==> src/rtl/tog_rx.sv <==
// Toggle-event receiver: synchronises a toggle line from a T-flop sender and
// keeps a count of pending events. Each consumed event inverts ack_tog.
module tog_rx #(
  parameter int SYNC_STAGES = 2,
  parameter int PEND_W      = 4
) (
  input  logic              clk,
  input  logic              rst,
  input  logic              tog_in,
  output logic              evt_valid,
  input  logic              evt_ready,
  output logic              ack_tog,
  output logic [PEND_W-1:0] pend_cnt,
  output logic [15:0]       evt_total,
  output logic              ovf,
  input  logic              clr_ovf
);

  localparam logic [PEND_W-1:0] PEND_MAX = '1;
  localparam logic [PEND_W-1:0] PEND_ONE = PEND_W'(1);

  logic [SYNC_STAGES-1:0] sync_ff;
  logic                   sync_q;
  logic                   prev_q;
  logic                   detect;
  logic                   consume;
  logic                   full;
  logic                   drop;

  // NOTE: the synchroniser and edge register carry no reset on purpose; they
  // keep tracking tog_in through reset so a level held across it is no event.
  always_ff @(posedge clk) begin
    sync_ff <= {sync_ff[SYNC_STAGES-2:0], tog_in};
    prev_q  <= sync_q;
  end

  assign sync_q    = sync_ff[SYNC_STAGES-1];
  assign detect    = sync_q ^ prev_q;
  assign evt_valid = (pend_cnt != '0);
  assign consume   = evt_valid & evt_ready;
  assign full      = (pend_cnt == PEND_MAX);
  assign drop      = detect & ~consume & full;

  // NOTE: all state below uses non-blocking assignments so every update in
  // this block sees the values from before the clock edge.
  always_ff @(posedge clk) begin
    if (rst) begin
      pend_cnt  <= '0;
      evt_total <= '0;
      ovf       <= 1'b0;
      ack_tog   <= 1'b0;
    end else begin
      if (detect)
        evt_total <= evt_total + 16'd1;

      if (consume)
        ack_tog <= ~ack_tog;

      // A coincident detect and consume cancel out, even when full.
      if (detect && !consume && !full)
        pend_cnt <= pend_cnt + PEND_ONE;
      else if (!detect && consume)
        pend_cnt <= pend_cnt - PEND_ONE;

      if (drop)
        ovf <= 1'b1;
      else if (clr_ovf)
        ovf <= 1'b0;
    end
  end

endmodule

==> config.mk <==
export PLATFORM = sky130hd
export DESIGN_NAME = tog_rx
export DESIGN_NICKNAME = d
export VERILOG_FILES = /design/src/rtl/tog_rx.sv
export SDC_FILE = /design/constraint.sdc
export NUM_CORES = 1
export LEC_CHECK = 0
export BUFFER_PORTS_ARGS = -buffer_cell sky130_fd_sc_hd__buf_2
export CAP_MARGIN = 20
export CORE_MARGIN = 5
export CORE_UTILIZATION = 29
export CTS_BUF_LIST = sky130_fd_sc_hd__clkbuf_8
export DETAILED_ROUTE_END_ITERATION = 8
export PLACE_DENSITY_LB_ADDON = 0.1
export SLEW_MARGIN = 30
export SYNTH_ARGS = -nofsm -noshare
export SYNTH_HDL_FRONTEND = slang
export SYNTH_SLANG_ARGS = --single-unit
==> constraint.sdc <==
create_clock -name clk -period 3.86 [get_ports clk]
set_input_delay 0.579 -clock clk [delete_from_list [all_inputs] [get_ports clk]]
set_output_delay 0.579 -clock clk [all_outputs]
set_load 0.005 [all_outputs]
==> flow_results.xml <==
<?xml version="1.0" encoding="UTF-8"?>
<metrics>
  <group name="run_status">
    <metric name="outcome" unit="">completed</metric>
  </group>
  <group name="synthesis">
    <metric name="synth.cells.most_frequent" unit="">sky130_fd_sc_hd__dfxtp_1, sky130_fd_sc_hd__a21oi_1, sky130_fd_sc_hd__nor2_1, sky130_fd_sc_hd__o21ai_0, sky130_fd_sc_hd__nand2_1</metric>
    <metric name="yosys.area.top_type_share" unit="">0.4315</metric>
    <metric name="portion_of_the_post_synthesis_area_used_by_sequential_elements" unit="">0.4315</metric>
    <metric name="synth_flop_cell" unit="">sky130_fd_sc_hd__dfxtp_1</metric>
    <metric name="post_synth_main_area_contributors" unit="">sky130_fd_sc_hd__dfxtp_1, sky130_fd_sc_hd__a21oi_1, sky130_fd_sc_hd__xor2_1</metric>
    <metric name="ys_async_sr_fraction" unit="">0</metric>
    <metric name="yosysWarnings" unit="">0</metric>
    <metric name="synth_enable_flop_cells" unit="">0</metric>
    <metric name="post-synth-top-count-cell" unit="">sky130_fd_sc_hd__dfxtp_1</metric>
    <metric name="netlist_instances" unit="">130</metric>
    <metric name="synth-seq-cells" unit="">25</metric>
    <metric name="synthesis.nets" unit="">139</metric>
    <metric name="synth_area_leader_cell" unit="">sky130_fd_sc_hd__dfxtp_1</metric>
    <metric name="synthesis.area_per_instance" unit="um2">8.922</metric>
    <metric name="synth_area" unit="um2">1160</metric>
    <metric name="yosys.cell_types.count" unit="">32</metric>
  </group>
  <group name="clock_tree">
    <metric name="cts.repair_timing.setup_buffer_count" unit="">0</metric>
    <metric name="cts_made_buffers" unit="">3</metric>
    <metric name="cts_sinks" unit="">25</metric>
    <metric name="cts_resized" unit="">0</metric>
    <metric name="path_clk_slew" unit="ps">80</metric>
    <metric name="tritoncts" unit="">built</metric>
    <metric name="clk_latency" unit="ps">270</metric>
    <metric name="holdBufCountCts" unit="">0</metric>
    <metric name="cts_max_path_buffers" unit="">2</metric>
    <metric name="cts_root_buf" unit="">sky130_fd_sc_hd__clkbuf_8</metric>
    <metric name="clock_tree.htree_level_count" unit="">1</metric>
  </group>
  <group name="worst_setup_path">
    <metric name="worst_ep_arrival_time" unit="ps">2800</metric>
    <metric name="crit_type" unit="">reg2reg</metric>
    <metric name="cp-end-kind" unit="">flip-flop</metric>
    <metric name="path_delay_family" unit="">compound AO/OA/AOI/OAI gates</metric>
    <metric name="timing.rr.end" unit="">pend_cnt[3]$_SDFFE_PP0P_</metric>
    <metric name="timing.critical_path.required" unit="ps">3990</metric>
    <metric name="rrSetupSlack" unit="ps">1190</metric>
    <metric name="chain_of_cells_forming_the_critical_path" unit="">o41a_1, nor3_2, inv_1, ha_1, a21oi_1, a21boi_0, mux2i_1, o311ai_0</metric>
    <metric name="worstSetupStartpoint" unit="">pend_cnt[0]$_SDFFE_PP0P_</metric>
    <metric name="cp_slowest_cell" unit="">sky130_fd_sc_hd__o41a_1</metric>
    <metric name="cp_max_fo" unit="">9</metric>
    <metric name="worst-path-buf-inv" unit="">1</metric>
    <metric name="timing.rr.start" unit="">pend_cnt[0]$_SDFFE_PP0P_</metric>
    <metric name="timing.reg2reg.worst_path_depth" unit="">8</metric>
    <metric name="worst_setup_path_start_kind" unit="">flip-flop</metric>
    <metric name="critical-path-max-stage-delay" unit="ps">490</metric>
  </group>
  <group name="final_layout">
    <metric name="antenna_fix_cells" unit="">0</metric>
    <metric name="nets" unit="">167</metric>
    <metric name="layout.filler_cells" unit="">420</metric>
    <metric name="fin_util" unit="">0.3523</metric>
    <metric name="drive_above_1_share" unit="">0.2166</metric>
    <metric name="final_cells" unit="">207</metric>
    <metric name="syn2layout_area_growth" unit="%">19.74</metric>
  </group>
  <group name="die">
    <metric name="core-area" unit="um2">3943</metric>
    <metric name="ios" unit="">28</metric>
    <metric name="die-width" unit="um">73.24</metric>
    <metric name="initial_utilization" unit="">0.2942</metric>
    <metric name="die_h" unit="um">73.24</metric>
    <metric name="floorplan.rows" unit="">23</metric>
    <metric name="die_area" unit="um2">5364</metric>
  </group>
  <group name="sta">
    <metric name="fin_hold_ws" unit="ps">337.2</metric>
    <metric name="final.setup_skew" unit="ps">11.88</metric>
    <metric name="crit_path_time_final" unit="ps">2671</metric>
    <metric name="fin_setup_tns" unit="ps">0</metric>
    <metric name="slew_violations" unit="">0</metric>
    <metric name="setup-violations-final" unit="">0</metric>
    <metric name="rsz0062_at_grt" unit="">false</metric>
    <metric name="number_of_hold_slack_violations_in_the_final_timing_report" unit="">0</metric>
    <metric name="timing.max_slew.rel_slack" unit="">0.5965</metric>
    <metric name="transition_at_the_pin_with_the_smallest_max_transition_slack" unit="ps">604.7</metric>
    <metric name="fin_crit_sh" unit="">0.6919</metric>
    <metric name="fmax" unit="MHz">374.4</metric>
  </group>
  <group name="grt">
    <metric name="grt_usage" unit="">0.1065</metric>
    <metric name="first_pass_grt_wire_length" unit="um">4498</metric>
    <metric name="grt_antenna_before_repair" unit="">0</metric>
    <metric name="via_count_of_the_first_global_routing_pass" unit="">983</metric>
    <metric name="grt_max_degree" unit="">24</metric>
    <metric name="grt-ovfl-total" unit="">0</metric>
  </group>
  <group name="flow_run">
    <metric name="reported_max_cap_violation_count" unit="">0</metric>
  </group>
  <group name="worst_hold_path">
    <metric name="min-delay-start" unit="">sync_ff[0]$_DFF_P_</metric>
    <metric name="min_delay_worst_endpoint" unit="">sync_ff[1]$_DFF_P_</metric>
    <metric name="hold-path-cell-count" unit="">0</metric>
    <metric name="hold_path_class" unit="">reg2reg</metric>
  </group>
  <group name="detailed_routing">
    <metric name="final_antenna_net_count" unit="">0</metric>
    <metric name="route.final.wire_length" unit="um">2710</metric>
    <metric name="routed_via_density" unit="">5.014</metric>
    <metric name="routedWlPerCell" unit="um">13.09</metric>
    <metric name="routed-via-count" unit="">1038</metric>
    <metric name="first_pass_iters" unit="">2</metric>
    <metric name="initialDrtViolationCount" unit="">30</metric>
    <metric name="detail_route.drc_violations" unit="">0</metric>
  </group>
  <group name="placement">
    <metric name="placed_cells" unit="">203</metric>
    <metric name="gp_congestion" unit="">0.7326</metric>
    <metric name="dpl.hpwl" unit="um">1969</metric>
    <metric name="port-buffer-count" unit="">27</metric>
  </group>
  <group name="power_and_ir_drop">
    <metric name="ir_worst_vdd" unit="mV">0.1469</metric>
    <metric name="power.density" unit="nW/um2">496.9</metric>
    <metric name="leakage_power" unit="nW">0.5652</metric>
    <metric name="finalPower" unit="uW">690.2</metric>
  </group>
</metrics>
==> metal layers <==
layer / vias up / part of all wire / track usage
met5: - / 0 / 0
met4: 0 / 0.016 / 0.04303
met3: 5 / 0.032 / 0.02204
met2: 16 / 0.45 / 0.1688
met1: 486 / 0.50 / 0.1401
li1: 531 / - / -
==> state kept, by name, summed over array words and instances, names as in the netlist <==
name       count
ack_tog        1
evt_total     16
ovf            1
pend_cnt       4
prev_q         1
sync_ff        2
==> power breakdown <==
group / switching (mW) / internal (mW)
registers: 0.0439 / 0.286
logic: 0.106 / 0.0959
clock network: 0.0856 / 0.0722
total: 0.236 / 0.455
==> cell families (layout without fill, tap and decap cells) <==
logic type / Yosys count / in the layout / share of synthesized area
XOR/XNOR: 10 / 10 / 0.08199
multiplexers: 1 / 1 / 0.008630
buffers and inverters: 6 / 33 / 0.01942
flip-flops: 25 / 25 / 0.4315
AND/OR/NAND/NOR: 56 / 56 / 0.2686
adder cells (fa/ha/maj): 4 / 4 / 0.04963
AO/OA/AOI/OAI: 28 / 28 / 0.1402
==> how the worst max path moves through the flow <==
stage | endpoint | cells after the start
after floorplan | pend_cnt[3]$_SDFFE_PP0P_ | 8
after global placement | pend_cnt[3]$_SDFFE_PP0P_ | 8
after detailed placement | pend_cnt[3]$_SDFFE_PP0P_ | 8
after CTS | pend_cnt[3]$_SDFFE_PP0P_ | 8
after global routing | pend_cnt[3]$_SDFFE_PP0P_ | 8
final | pend_cnt[3]$_SDFFE_PP0P_ | 8
==> stage by stage <==
| step | area (um2) | setup WS, ps |
|---|---|---|
| after floorplan | 1160 | 1477 |
| after global placement | 1343 | 1316 |
| after detailed placement | 1343 | 1204 |
| after CTS | 1389 | 1197 |
| after global routing | 1389 | 1032 |
| final | 1389 | 1189 |
==> layout make-up <==
| cell class | count | area (um2) | share of cell area |
|---|---|---|---|
| clock inverter | 1 | 5.005 | 0.003604 |
| tap | 50 | 62.56 | 0.04505 |
| timing repair buffer | 27 | 135.1 | 0.09730 |
| clock buffer | 3 | 41.29 | 0.02973 |
| multi-input combinational | 99 | 636.9 | 0.4586 |
| sequential | 25 | 500.5 | 0.3604 |
| inverter | 2 | 7.507 | 0.005405 |
==> placed cells by master, fill, tap and decap left out, types with 4 or more instances in the layout <==
cell                      count
sky130_fd_sc_hd__buf_2       27
sky130_fd_sc_hd__dfxtp_1     25
sky130_fd_sc_hd__a21oi_1     13
sky130_fd_sc_hd__nor2_1      11
sky130_fd_sc_hd__o21ai_0      9
sky130_fd_sc_hd__nand2_1      8
sky130_fd_sc_hd__nand4_1      7
sky130_fd_sc_hd__xor2_1       7
sky130_fd_sc_hd__nand3_1      6
sky130_fd_sc_hd__or3_1        5
sky130_fd_sc_hd__and3_1       4
sky130_fd_sc_hd__nor3_1       4
No activity file was read; power rests on OpenSTA's default activity.
